[src/rtl/wb_pkg.sv]
// Shared types and widths for the pixel write-back drain.
// ADDR_W/PIX_W: image RAM address and pixel widths; LANES: pixels per triple.
// wb_entry_t: one buffered triple, lane i in addr[i]/data[i].
// ser_state_t: serializer states.
package wb_pkg;

    localparam int ADDR_W = 19;
    localparam int PIX_W  = 18;
    localparam int LANES  = 3;

    typedef struct packed {
        logic [LANES-1:0][ADDR_W-1:0] addr;
        logic [LANES-1:0][PIX_W-1:0]  data;
    } wb_entry_t;

    typedef enum logic [1:0] {
        IDLE  = 2'd0,
        LANE0 = 2'd1,
        LANE1 = 2'd2,
        LANE2 = 2'd3
    } ser_state_t;

endpackage

[src/rtl/wb_fifo.sv]
// Synchronous FIFO of write triples.
// Ports:
//   clk, rst       clock, asynchronous active-high reset (pointers/count only)
//   push, wdata    offer an entry; ignored while full
//   pop            release the head entry; ignored while empty
//   head           entry at the read pointer
//   head_next      entry one slot behind the head (valid when count >= 2)
//   full, empty    derived from the registered count
//   count          occupancy, 0..DEPTH
module wb_fifo
    import wb_pkg::*;
#(
    parameter  int DEPTH = 4,
    localparam int PTR_W = $clog2(DEPTH),
    localparam int CNT_W = PTR_W + 1
) (
    input  logic             clk,
    input  logic             rst,
    input  logic             push,
    input  wb_entry_t        wdata,
    input  logic             pop,
    output wb_entry_t        head,
    output wb_entry_t        head_next,
    output logic             full,
    output logic             empty,
    output logic [CNT_W-1:0] count
);

    wb_entry_t        mem [DEPTH];
    logic [PTR_W-1:0] wr_ptr;
    logic [PTR_W-1:0] rd_ptr;
    logic             push_ok;
    logic             pop_ok;

    assign full    = (count == CNT_W'(DEPTH));
    assign empty   = (count == '0);
    // full is taken from the registered count, so a same-cycle pop never
    // makes room for a push.
    assign push_ok = push & ~full;
    assign pop_ok  = pop & ~empty;

    assign head      = mem[rd_ptr];
    assign head_next = mem[rd_ptr + PTR_W'(1)];

    // Storage carries no reset; only the bookkeeping is cleared.
    always_ff @(posedge clk) begin
        if (push_ok) begin
            mem[wr_ptr] <= wdata;
        end
    end

    // DEPTH is a power of two, so the pointers wrap by natural overflow.
    always_ff @(posedge clk or posedge rst) begin
        if (rst) begin
            wr_ptr <= '0;
            rd_ptr <= '0;
            count  <= '0;
        end else begin
            if (push_ok) wr_ptr <= wr_ptr + PTR_W'(1);
            if (pop_ok)  rd_ptr <= rd_ptr + PTR_W'(1);
            count <= count + CNT_W'(push_ok) - CNT_W'(pop_ok);
        end
    end

endmodule

[src/rtl/wb_pixel_drain.sv]
// Drains GPU pixel write triples into a single-port image RAM, one lane
// per accepted RAM cycle, in lane order 0, 1, 2.
// Ports:
//   CLK, RST            clock, asynchronous active-high reset
//   MemWriteM           offer {A1,A2,A3,writeData} this cycle
//   A1, A2, A3          lane 0/1/2 addresses
//   writeData           lane pixel data, lane i with A(i+1)
//   full                FIFO full; GPU must stall
//   ram_we/addr/wdata   registered RAM write request
//   ram_ready           RAM accepts the current request
//   idle                FIFO empty and serializer idle
//   overflow            sticky: a triple was offered while full
//
// state | meaning
// IDLE  | no triple in service, ram_we low, addr/data hold last values
// LANE0 | presenting lane 0 of the registered triple
// LANE1 | presenting lane 1
// LANE2 | presenting lane 2; acceptance pops the FIFO head
module wb_pixel_drain
    import wb_pkg::*;
#(
    parameter int FIFO_DEPTH = 4
) (
    input  logic                        CLK,
    input  logic                        RST,
    input  logic                        MemWriteM,
    input  logic [ADDR_W-1:0]           A1,
    input  logic [ADDR_W-1:0]           A2,
    input  logic [ADDR_W-1:0]           A3,
    input  logic [LANES-1:0][PIX_W-1:0] writeData,
    output logic                        full,
    output logic                        ram_we,
    output logic [ADDR_W-1:0]           ram_addr,
    output logic [PIX_W-1:0]            ram_wdata,
    input  logic                        ram_ready,
    output logic                        idle,
    output logic                        overflow
);

    localparam int CNT_W = $clog2(FIFO_DEPTH) + 1;

    ser_state_t       state;
    wb_entry_t        cur;
    wb_entry_t        push_entry;
    wb_entry_t        head;
    wb_entry_t        head_next;
    wb_entry_t        next_entry;
    logic             empty;
    logic [CNT_W-1:0] count;
    logic             pop;
    logic             push_ok;
    logic             more_after_pop;

    assign push_entry.addr = {A3, A2, A1};
    assign push_entry.data = writeData;

    assign pop     = (state == LANE2) && ram_ready;
    assign push_ok = MemWriteM && !full;

    // The head is still the triple in service, so the follow-on triple is
    // the slot behind it, or the one being pushed this very edge when the
    // head is the only entry. Bypassing the push keeps the stream gap-free.
    assign more_after_pop = (count > CNT_W'(1)) || push_ok;
    assign next_entry     = (count > CNT_W'(1)) ? head_next : push_entry;

    assign idle = empty && (state == IDLE);

    wb_fifo #(
        .DEPTH (FIFO_DEPTH)
    ) u_fifo (
        .clk       (CLK),
        .rst       (RST),
        .push      (MemWriteM),
        .wdata     (push_entry),
        .pop       (pop),
        .head      (head),
        .head_next (head_next),
        .full      (full),
        .empty     (empty),
        .count     (count)
    );

    always_ff @(posedge CLK or posedge RST) begin
        if (RST) begin
            state     <= IDLE;
            cur       <= '0;
            ram_we    <= 1'b0;
            ram_addr  <= '0;
            ram_wdata <= '0;
            overflow  <= 1'b0;
        end else begin
            if (MemWriteM && full) begin
                overflow <= 1'b1;
            end

            case (state)
                IDLE: begin
                    if (!empty) begin
                        cur       <= head;
                        state     <= LANE0;
                        ram_we    <= 1'b1;
                        ram_addr  <= head.addr[0];
                        ram_wdata <= head.data[0];
                    end
                end
                LANE0: begin
                    if (ram_ready) begin
                        state     <= LANE1;
                        ram_addr  <= cur.addr[1];
                        ram_wdata <= cur.data[1];
                    end
                end
                LANE1: begin
                    if (ram_ready) begin
                        state     <= LANE2;
                        ram_addr  <= cur.addr[2];
                        ram_wdata <= cur.data[2];
                    end
                end
                LANE2: begin
                    if (ram_ready) begin
                        if (more_after_pop) begin
                            cur       <= next_entry;
                            state     <= LANE0;
                            ram_addr  <= next_entry.addr[0];
                            ram_wdata <= next_entry.data[0];
                        end else begin
                            state  <= IDLE;
                            ram_we <= 1'b0;
                        end
                    end
                end
                default: begin
                    state  <= IDLE;
                    ram_we <= 1'b0;
                end
            endcase
        end
    end

endmodule

[config.mk]
export PLATFORM = sky130hd
export DESIGN_NAME = wb_pixel_drain
export DESIGN_NICKNAME = d
export VERILOG_FILES = /design/src/rtl/wb_pkg.sv /design/src/rtl/wb_fifo.sv /design/src/rtl/wb_pixel_drain.sv
export SDC_FILE = /design/constraint.sdc
export NUM_CORES = 1
export LEC_CHECK = 0
export ABC_CLOCK_PERIOD_IN_PS = 9500
export CORE_MARGIN = 1.5
export CORE_UTILIZATION = 60
export DETAILED_ROUTE_END_ITERATION = 10
export GPL_ROUTABILITY_DRIVEN = 0
export PLACE_DENSITY = 0.8
export RECOVER_POWER = 100
export SLEW_MARGIN = 20
export SYNTH_ARGS = -nofsm -noshare
export SYNTH_HDL_FRONTEND = slang
export SYNTH_SLANG_ARGS = --single-unit
export TNS_END_PERCENT = 1
[constraint.sdc]
create_clock -name CLK -period 9.5 [get_ports CLK]
set_input_delay 1.9 -clock CLK [delete_from_list [all_inputs] [get_ports CLK]]
set_output_delay 1.9 -clock CLK [all_outputs]
set_load 0.01 [all_outputs]
Word-level counts from Yosys, hierarchy flattened
Memory sizes are Yosys's and may differ from the RTL's. Cells that the tools add are included.

Flip-flop bits (word level): 122. RAM bits: 444. Input port bits: 115. Output and inout port bits: 41. Logic and storage cells: 74. Memories: 1.

Memory list: u_fifo.mem (depth 4, bits a word 111, rd ports 2, clocked after memory_dff 0, write ports 1, RTL line wb_fifo.sv:29) `wb_entry_t mem [DEPTH];`.

Add/subtract/negate cells: 4. Magnitude comparators: 1. Equality and inequality tests: 10. Mux-type cells: 29. Bitwise logic cells: 4. Reductions and logical operators: 13.

Operators with widths (count): $mux 111 (4); $pmux 111 s2 (1); $mux 19 (5); $mux 18 (5); $pmux 19 s4 (1); $pmux 18 s4 (1); $ne 2x2->1 const B (6); $reduce_and 4->1 (3); $mux 2 (4); $pmux 2 s4 (1); $mux 1 (6); $reduce_and 5->1 (1); $add 2x1->2 const B (2); $eq 2x2->1 const B (2); $logic_and 1x1->1 (4); $add 3x1->3 (1); $eq 3x3->1 const B (1); $gt 3x1->1 const B (1); $logic_not 3->1 (1); $sub 3x1->3 (1); $and 1x1->1 (2); $eq 2x1->1 const B (1); $logic_not 2->1 (1); $not 1->1 (2); other kinds (4) (4).

Depth between registers and ports, before layout
Gate-level depths: netlist of run 1.

Depth after elaboration: 7. Mapped depth: 11. Depth with buffers taken out: 9.

Modules after synthesis
Synthesis of run 1 repeated with hierarchy kept, for this count alone.

Cells, all modules: 1571. Area total of the unflattened synthesis: 26546.7 µm².

Modules (own cells, without submodules): wb_fifo (instances 1, cells an instance 758, area an instance 19167.1 µm², seq. area each 13508.0 µm²); wb_pixel_drain (instances 1, cells an instance 813, area an instance 7379.6 µm², seq. area each 2877.8 µm²).

Worst setup path before layout of run 1
OpenSTA, ideal clock, no wires.

Kind: input -> register. Start point: in MemWriteM. End point: mem u_fifo.mem[0][0] (netlist bit), enable pin. Setup time: 0.483 ns. Arrival time: 4.838 ns. Data required time: 9.017 ns. Slack: 4.179 ns. Stages: 3. Path buffers: 1. Cells stage by stage: nor2b_1 > clkbuf_1 > and2_1.

Longest elaborated chain between the ends: 3.

Ends and longest elaborated chain: start, declared (RTL line wb_pixel_drain.sv:26) `input logic MemWriteM,`; $and 1x1->1 (RTL line wb_fifo.sv:39) `assign push_ok = push & ~full;`; $mux 1 (RTL line wb_fifo.sv:47) `if (push_ok) begin`; $mux 1 (implied by the code) (RTL line wb_fifo.sv:48) `mem[wr_ptr] <= wdata;`; end, declared (RTL line wb_fifo.sv:29).

No other way between the ends.

Worst setup path in the final report of run 1
Start point: in MemWriteM. End point: mem u_fifo.mem[1][96] (netlist bit), enable pin.

The elaborated chain is that of the path after synthesis.

==> results.yml, run 1 <==
outcome:
  status: "finished with violations"
  violated_checks: "max-capacitance violations, max-slew violations"
timing:
  timing.final.max_slew_violations: 329
  tns_setup_ns: 0
  worst_margin_pin_slew_ns: 4.024
  rsz_0062_raised_after_global_routing: "false"
  post_route_setup_slack_ns: 3.142
  final-hold-violation-count: 0
  whs_ns: 0.4514
  fmaxAchievable_mhz: 157.3
  finalSetupViolCount: 0
  finClkSkew_ns: 0.01779
  finalCritPeriodShare_pct: 66.92
  final.min_clock_period_ns: 6.358
  max-slew-margin-rel_pct: -168.3
clock_network:
  clock_sink_count: 566
  clkSlewWorstSetupHoldPaths_ns: 0.06
  clock_buffers_created_by_tritoncts: 56
  post_cts_buffers: 0
  cts_hold_repair.buffers: 0
  cts_tree: "done"
  cts_root_buf: "clkbuf_16"
  cts_max_path_buffers: 3
  clock_latency_ns: 0.60
  cells_resized_by_post_cts_repair: 0
  ctsHtreeMaxLevel: 2
place:
  dp_worst_setup_slack_ns: 4.316
  post_dp_cell_area_sq_um: 28470
  dpl.cell_count: 2136
  i_o_buffers: 155
  detailedPlacementHpwl_mm: 35.45
drt:
  first_pass_iters: 6
  route.detailed.vias_per_inst: 6.747
  detail-route-antenna-nets: 0
  postRouteWirelength_mm: 58.74
  drc_errors: 0
  drt_iter0_markers: 1638
  dr_total_vias: 15130
  wl_per_cell_um: 26.20
critical_path:
  critPathKind: "input port to flop"
  cp_slowest_stage_delay_ns: 2.46
  worstPathBufferInverterCount: 2
  crit_slowest_cell: "clkbuf_1"
  cp_cell_sequence: "dlygate4sd3_1 > nor2b_1 > and2_4 > clkbuf_1"
  timing.critical_path.from_type: "input port"
  critPathArrivalTime_ns: 6.48
  crit_path_end_kind: "flop"
  critPathRequiredTime_ns: 9.62
  worstPathMaxFanout: 60
  critical_path.top_delay_family: "buffers and inverters"
logic_synthesis:
  yosys-mux-area-fraction_pct: 27.21
  yosys.area_share.simple_pct: 3.939
  ys_types: 35
  ys_seq_elements: 566
  dominant_combinational_cell_family_by_area_after_synthesis: "multiplexers"
  synth_compound_gate_area_share_pct: 3.868
  yosysWarningCount: 0
  synth_sequential_area_ratio_pct: 61.70
  synthesis.area_sq_um: 26560
  average_cell_area_after_synthesis_sq_um: 17.72
  post_synth_fa_ha_maj_area_fraction_pct: 0.6878
  post_synth_xor_area_fraction_pct: 0.1319
  synthCells: 1499
  synth.net_count: 1628
global_route:
  global_route.usage.total_pct: 26.67
  pin_count_of_the_biggest_net_entering_global_routing: 129
  grt-ovfl-total: 0
  antenna_found_initial: 9
  first_global_vias: 15380
  grt_pass1_wl_mm: 90.29
power_and_ir_drop:
  power.leakage_nw: 10.03
  design_power_total_mw: 10.60
  vdd_ir_drop_max_mv: 0.2584
  cellPowerDensity_nw_per_um2: 352.9
worst_hold_path:
  worst_min_delay_path_class: "flop to flop"
run:
  maxCapViolCount: 6
finish:
  layout-drive-gt1-share_pct: 23.02
  seq_area_sq_um: 16390
  area_growth_from_synthesis_to_final_layout_pct: 13.10
  layout.core_utilization_pct: 69.27
  multiInputGateArea_sq_um: 9359
  fill_cells: 2839
  finalNonFillerCells: 2242
  final_cell_area_sq_um: 30040
  num-nets-final: 1738
die:
  std_cell_rows: 76
  dieWidth_um: 213.4
  die_area_sq_um: 45540
  design.core.area_sq_um: 43360
  dieHeight_um: 213.4
  initial_core_util_pct: 61.25
  io-pin-count: 156
registers in the layout, indices dropped and copies added, names as in the netlist:
name,cells
u_fifo.rd_ptr,2
cur,74
overflow,1
state,2
u_fifo.wr_ptr,2
ram_addr,19
u_fifo.count,3
ram_we,1
ram_wdata,18
u_fifo.mem,444
cells in the mapped netlist:
| master | instances | area, sq um |
|---|---|---|
| mux4_2 | 222 | 5000 |
| a21oi_2 | 1 | 8.760 |
| xor2_1 | 2 | 17.52 |
| a211o_1 | 1 | 8.760 |
| fa_1 | 1 | 20.02 |
| nor3_1 | 2 | 10.01 |
| a2111oi_0 | 1 | 8.760 |
| buf_4 | 9 | 67.56 |
| nand4_1 | 38 | 237.7 |
| nor2_1 | 77 | 289.0 |
| mux2_4 | 60 | 900.9 |
| o21ai_0 | 3 | 15.01 |
| a221oi_1 | 37 | 324.1 |
| or3b_1 | 1 | 8.760 |
| nor2b_1 | 38 | 237.7 |
| a21bo_2 | 1 | 10.01 |
| nand3_1 | 38 | 190.2 |
| buf_2 | 52 | 260.3 |
| and2_1 | 5 | 31.28 |
| mux2i_1 | 74 | 740.7 |
| a21o_1 | 2 | 15.01 |
| a31oi_1 | 37 | 231.5 |
| nand2b_1 | 3 | 18.77 |
| mux2_2 | 52 | 585.6 |
| a21oi_1 | 78 | 390.4 |
| inv_1 | 13 | 48.80 |
| nand2_1 | 6 | 22.52 |
| o21bai_1 | 2 | 15.01 |
| xnor2_1 | 2 | 17.52 |
| edfxtp_1 | 444 | 13330 |
| ha_1 | 13 | 162.7 |
| clkbuf_1 | 40 | 150.1 |
| buf_6 | 6 | 67.56 |
| dfrtp_1 | 122 | 3053 |
| buf_1 | 16 | 60.06 |
final timing paths:
kind / startpoint / end / slack (ns) / depth (start not counted)
setup / recovery: MemWriteM / u_fifo.mem[1][96] / 3.14 / 4
hold / removal: overflow / overflow / 0.45 / 1
setup reg to reg: state[1] / ram_wdata[3] / 3.30 / 6
hold reg to reg: overflow / overflow / 0.45 / 1
max in group asynchronous: RST / u_fifo.rd_ptr[0] / 5.24 / 3
min in group asynchronous: RST / ram_wdata[11] / 2.38 / 2
power breakdown:
| part | internal, mW | total [mW] | switching (mW) |
|---|---|---|---|
| logic | 2.20 | 4.58 | 2.38 |
| registers | 3.42 | 3.86 | 0.447 |
| clock network | 1.26 | 2.16 | 0.897 |
| total | 6.88 | 10.6 | 3.72 |
worst register-to-register path, cell delays in order, from the launching register on:
cell and delay, ns:
dfrtp_1 0.46, ha_4 0.68, clkbuf_1 2.88, o21bai_1 0.45, a21oi_4 0.08, clkbuf_1 0.88
mux2_2 0.65
area by class of cell:
class | count | area share, %
Sequential cell | 566 | 54.58
Multi-Input combinational cell | 797 | 31.16
Timing Repair Buffer | 175 | 5.669
Clock buffer | 81 | 5.282
Tap cell | 585 | 2.437
Clock inverter | 23 | 0.6956
Inverter | 13 | 0.1666
Antenna cell | 2 | 0.01666
cell usage in the layout, fill, tap and decap left out, types with 38 or more instances in the layout:
cell type	netlist	final
a21oi_1	78	77
clkbuf_16	0	57
dfrtp_1	122	120
dlygate4sd3_1	0	154
edfxtp_1	444	444
mux2_1	0	58
mux2_2	52	52
mux2i_1	74	74
mux4_2	222	222
nand3_1	38	38
nand4_1	38	38
nor2_1	77	77
nor2b_1	38	38
kinds of logic (layout without fill, tap and decap cells):
logic type | after synthesis | count (layout)
muxes | 408 | 408
AOI/OAI and AO/OA | 163 | 163
DFF | 566 | 566
adders and majority gates | 14 | 14
other | 0 | 2
and+or+nand+nor | 208 | 208
buffers and inverters | 136 | 292
xor gates and xnor gates | 4 | 4
routing by layer:
metal  GRT usage (%)  part of all wire, %  vias up
li1                -                    -     6390
met4           6.994                  2.2        6
met5               0                0.078        -
met2           40.47                   46      776
met3           6.752                   10      109
met1           39.30                   41     7846
(Power assumes the default switching activity.)
==> inputs of run 2 (changes only) <==
--- a/config.mk
+++ b/config.mk
@@ -5,12 +5,12 @@
 export SDC_FILE = /design/constraint.sdc
 export NUM_CORES = 1
 export LEC_CHECK = 0
-export ABC_CLOCK_PERIOD_IN_PS = 9500
+export ABC_CLOCK_PERIOD_IN_PS = 5600
 export CORE_MARGIN = 1.5
-export CORE_UTILIZATION = 60
+export CORE_UTILIZATION = 54
 export DETAILED_ROUTE_END_ITERATION = 10
 export GPL_ROUTABILITY_DRIVEN = 0
-export PLACE_DENSITY = 0.8
+export PLACE_DENSITY = 0.76
 export RECOVER_POWER = 100
 export SLEW_MARGIN = 20
 export SYNTH_ARGS = -nofsm -noshare
==> constraint.sdc (replaced) <==
create_clock -name CLK -period 5.6 [get_ports CLK]
set_input_delay 1.12 -clock CLK [delete_from_list [all_inputs] [get_ports CLK]]
set_output_delay 1.12 -clock CLK [all_outputs]
set_load 0.01 [all_outputs]
==> run 2 against run 1 <==
Compared with the run above: the run still ends with max-capacitance violations, max-slew violations left; non-clock buffer count increased by 13; worst hold slack got worse by 0.00057 ns; sequential power increased by 70%; clock skew increased by 0.0055 ns; sequential cell count unchanged; power increased by 72%; utilization decreased by 6.9 points; critical path type is now flop to flop.
==> results.yml, run 2 (synthesis results as in run 1) <==
clock_network:
  clock_sink_count: 566
  cells_resized_by_post_cts_repair: 0
  clkSlewWorstSetupHoldPaths_ns: 0.06
  ctsHtreeMaxLevel: 2
  cts_tree: "done"
  cts_hold_repair.buffers: 0
  clock_latency_ns: 0.61
  cts_root_buf: "clkbuf_16"
  post_cts_buffers: 0
  clock_buffers_created_by_tritoncts: 57
  cts_max_path_buffers: 3
critical_path:
  worstPathMaxFanout: 227
  critPathArrivalTime_ns: 4.69
  setup.worst_path.start: "state[1]"
  worst-r2r-setup-slack_ns: 1.40
  critPathRequiredTime_ns: 6.09
  critPathKind: "flop to flop"
  worst-r2r-cell-count: 6
  crit_path_end_kind: "flop"
  timing.critical_path.from_type: "flop"
  cp-endpoint: "ram_addr[6]"
  reg2reg_to: "ram_addr[6]"
  worst_r2r_startpoint: "state[1]"
global_route:
  antenna_found_initial: 16
  global_route.usage.total_pct: 25.37
  first_global_vias: 15530
  grt-ovfl-total: 0
  pin_count_of_the_biggest_net_entering_global_routing: 228
  grt_pass1_wl_mm: 95.65
run:
  maxCapViolCount: 2
die:
  die_area_sq_um: 50520
  dieHeight_um: 224.8
  design.core.area_sq_um: 48750
  std_cell_rows: 81
  initial_core_util_pct: 54.48
  dieWidth_um: 224.8
  io-pin-count: 156
finish:
  commonest_non_fill_non_tap_cells_in_the_layout: "edfxtp_1, mux4_2, dlygate4sd3_1"
  area_growth_from_synthesis_to_final_layout_pct: 14.56
  num-nets-final: 1752
  final_cell_area_sq_um: 30420
  largest_reg_flops: 444
  regMostFlops: "u_fifo.mem"
  biggestRegsByFlops: "u_fifo.mem: 444 flops, cur: 74 flops, ram_addr: 19 flops"
  layout-drive-gt1-share_pct: 23.79
  mostFrequentLayoutCell: "edfxtp_1"
drt:
  drt_iter0_markers: 1533
  dr_total_vias: 15280
  first_pass_iters: 5
  route.detailed.vias_per_inst: 6.534
  detail-route-antenna-nets: 0
  postRouteWirelength_mm: 62.70
  wl_per_cell_um: 26.82
  drc_errors: 0
power_and_ir_drop:
  cellPowerDensity_nw_per_um2: 601.0
  vdd_ir_drop_max_mv: 0.5369
  design_power_total_mw: 18.29
  power.leakage_nw: 10.15
timing:
  final-hold-violation-count: 0
  tns_setup_ns: 0
  timing.final.max_slew_violations: 273
  worst_margin_pin_slew_ns: 2.666
  finalSetupViolCount: 0
  finClkSkew_ns: 0.02328
  rsz_0062_raised_after_global_routing: "false"
  finalCritPeriodShare_pct: 75.03
  fmaxAchievable_mhz: 238.0
  max-slew-margin-rel_pct: -77.74
  final.min_clock_period_ns: 4.202
worst_hold_path:
  worst_min_delay_path_class: "flop to flop"
outcome:
  status: "finished with violations"
  violated_checks: "max-capacitance violations, max-slew violations"
place:
  i_o_buffers: 155
  detailedPlacementHpwl_mm: 37.88
  post_dp_cell_area_sq_um: 28780
==> run 2: how the worst min path moves through the flow <==
stage	from	to	slack, ns	cells past startpoint
3_5_place_dp	overflow	overflow	0.45	1
5_1_grt	overflow	overflow	0.46	1
3_3_place_gp	overflow	overflow	0.44	1
4_1_cts	overflow	overflow	0.46	1
6_report	overflow	overflow	0.45	1
2_1_floorplan	cur[53]	cur[53]	0.48	1
==> run 2: routing by layer <==
layer | wire (um) | global-route usage (%)
met3 | 5467 | 6.466
met2 | 29420 | 38.08
met5 | 89 | 0
met4 | 1462 | 7.837
met1 | 26260 | 36.92
==> run 2: critical path, stage by stage, from the launching register on <==
cell	delay, ns
dfrtp_1	0.45
ha_4	0.19
clkbuf_4	1.28
o21bai_1	0.64
a21oi_4	0.64
buf_4	0.47
mux2_2	0.38
==> run 2: final cells by class <==
type | count | area (sq um)
multi-input combinational | 797 | 9353
clock inverter | 26 | 281.5
inverter | 13 | 50.05
fill | 3459 | 18320
antenna | 5 | 12.51
clock buffer | 79 | 1632
sequential | 566 | 16390
tap | 664 | 830.8
timing repair buffer | 188 | 1872
==> run 2: power by group <==
part	total, mW	internal, mW	switching, mW
Combinational	7.88	3.78	4.10
Sequential	6.55	5.78	0.768
Clock	3.86	2.30	1.56
==> run 2: stage by stage <==
step           cells  hold WS (ns)  utilization [%]  worst slack (ns)
2_1_floorplan   1499        0.4810                -             1.059
3_3_place_gp    2228        0.4396            59.03             1.756
3_5_place_dp    2228        0.4483            59.03             1.665
4_1_cts         2333        0.4611            62.96             2.078
5_1_grt         2336        0.4644            62.40            0.9916
6_report        2338        0.4509            62.41             1.398
==> inputs of run 3 (changes only) <==
--- a/config.mk
+++ b/config.mk
@@ -5,7 +5,7 @@
 export SDC_FILE = /design/constraint.sdc
 export NUM_CORES = 1
 export LEC_CHECK = 0
-export ABC_CLOCK_PERIOD_IN_PS = 5600
+export ABC_CLOCK_PERIOD_IN_PS = 3650
 export CORE_MARGIN = 1.5
 export CORE_UTILIZATION = 54
 export DETAILED_ROUTE_END_ITERATION = 10
==> constraint.sdc (replaced) <==
create_clock -name CLK -period 3.65 [get_ports CLK]
set_input_delay 0.73 -clock CLK [delete_from_list [all_inputs] [get_ports CLK]]
set_output_delay 0.73 -clock CLK [all_outputs]
set_load 0.01 [all_outputs]
==> run 3 against run 2 <==
Compared with the run above: the run still ends with max-capacitance violations, max-slew violations left; register-to-register slack worse by 1.1 ns; worst hold slack gained 0.0031 ns; combinational power rose by 60%; global-route usage is 0.29 points lower; largest cell class unchanged.
==> results.yml, run 3 (synthesis results as in run 1) <==
clock_network:
  cts_root_buf: "clkbuf_16"
  clock_buffers_created_by_tritoncts: 57
  post_cts_buffers: 0
  cts_hold_repair.buffers: 0
  cts_max_path_buffers: 3
  clock_sink_count: 566
  cts_tree: "done"
  ctsHtreeMaxLevel: 2
  cells_resized_by_post_cts_repair: 0
  clkSlewWorstSetupHoldPaths_ns: 0.06
  clock_latency_ns: 0.61
drt:
  detail-route-antenna-nets: 0
  first_pass_iters: 5
  wl_per_cell_um: 26.44
  postRouteWirelength_mm: 62.23
  route.detailed.vias_per_inst: 6.526
  drc_errors: 0
  drt_iter0_markers: 1707
  dr_total_vias: 15360
timing:
  finClkSkew_ns: 0.01996
  rsz_0062_raised_after_global_routing: "false"
  finalCritPeriodShare_pct: 91.54
  fmaxAchievable_mhz: 299.3
  whs_ns: 0.4540
  final.min_clock_period_ns: 3.341
  worst_margin_pin_slew_ns: 1.609
  post_route_setup_slack_ns: 0.3089
  finalSetupViolCount: 0
  tns_setup_ns: 0
  timing.final.max_slew_violations: 110
  max-slew-margin-rel_pct: -7.467
  final-hold-violation-count: 0
global_route:
  grt-ovfl-total: 0
  first_global_vias: 15500
  antenna_found_initial: 11
  grt_pass1_wl_mm: 95.02
  pin_count_of_the_biggest_net_entering_global_routing: 123
  global_route.usage.total_pct: 25.08
power_and_ir_drop:
  power.leakage_nw: 10.34
  cellPowerDensity_nw_per_um2: 928.5
  design_power_total_mw: 28.53
  vdd_ir_drop_max_mv: 0.5882
finish:
  multiInputGateArea_sq_um: 9358
  commonest_non_fill_non_tap_cells_in_the_layout: "edfxtp_1, mux4_2, dlygate4sd3_1"
  num-nets-final: 1768
  mostFrequentLayoutCell: "edfxtp_1"
  layout.core_utilization_pct: 63.03
  regMostFlops: "u_fifo.mem"
  largest_reg_flops: 444
  seq_area_sq_um: 16390
  finalNonFillerCells: 2354
  fill_cells: 3351
  layout-drive-gt1-share_pct: 25.49
  area_growth_from_synthesis_to_final_layout_pct: 15.70
  final_cell_area_sq_um: 30730
  biggestRegsByFlops: "u_fifo.mem: 444 flops, cur: 74 flops, ram_addr: 19 flops"
critical_path:
  critPathKind: "flop to flop"
  critPathRequiredTime_ns: 4.13
  worstPathMaxFanout: 33
  critPathArrivalTime_ns: 3.82
  crit_path_end_kind: "flop"
  timing.critical_path.from_type: "flop"
run:
  maxCapViolCount: 3
outcome:
  status: "finished with violations"
  violated_checks: "max-capacitance violations, max-slew violations"
place:
  detailedPlacementHpwl_mm: 39.72
  dp_worst_setup_slack_ns: 0.6010
  i_o_buffers: 155
  dpl.cell_count: 2244
  post_dp_cell_area_sq_um: 29120
die:
  dieWidth_um: 224.8
  design.core.area_sq_um: 48750
  dieHeight_um: 224.8
  initial_core_util_pct: 54.48
  die_area_sq_um: 50520
  std_cell_rows: 81
  io-pin-count: 156
worst_hold_path:
  worst_min_delay_path_class: "flop to flop"
[run 3: changes by cell type in the layout (fill, tap and decap cells not counted), sizes merged]
cell,delta
diode,-2
clkinvlp,+2
bufinv,+2
clkinv,+9
dlygate4sd3,-1
clkdlybuf4s50,+1
clkbuf,-8
buf,+13
[run 3: cell type report]
| type | instances | area share, % |
|---|---|---|
| antenna | 3 | 0.02443 |
| clock buffer | 68 | 5.045 |
| clock inverter | 39 | 1.315 |
| inverter | 13 | 0.1710 |
| multi-input combinational | 797 | 30.45 |
| sequential | 566 | 53.34 |
| tap | 664 | 2.704 |
| timing repair buffer | 204 | 6.943 |
[run 3: power breakdown]
group / internal (mW) / total [mW] / switching, mW
combinational: 6.04 / 12.6 / 6.55
clock: 3.59 / 6.04 / 2.45
sequential: 8.86 / 9.89 / 1.03
total: 18.5 / 28.5 / 10.0
[run 3: metal layers]
layer  vias to the layer above  GRT usage [%]  routed length, um
met4                         8          6.668               1222
met1                      8074          36.95              26070
met5                         -              0                 51
li1                       6465              -                  -
met2                       723          37.92              29320
met3                        92          6.022               5574
[run 3: worst max-delay path, stage by stage, from the launching register on]
cell,delay (ns)
dfrtp_1,0.43
inv_1,0.13
ha_1,0.65
nor2_1,0.25
o21bai_1,0.08
a21oi_1,0.61
clkbuf_4,0.61
mux2_2,0.40
[run 3: worst paths after layout]
kind,startpoint,endpoint,slack [ns],depth (start not counted)
max in group asynchronous,RST,u_fifo.rd_ptr[0],1.61,2
max,state[0],ram_wdata[15],0.31,7
max reg2reg,state[0],ram_wdata[15],0.31,7
min,overflow,overflow,0.45,1
min in group asynchronous,RST,ram_wdata[2],1.06,2
min reg2reg,overflow,overflow,0.45,1
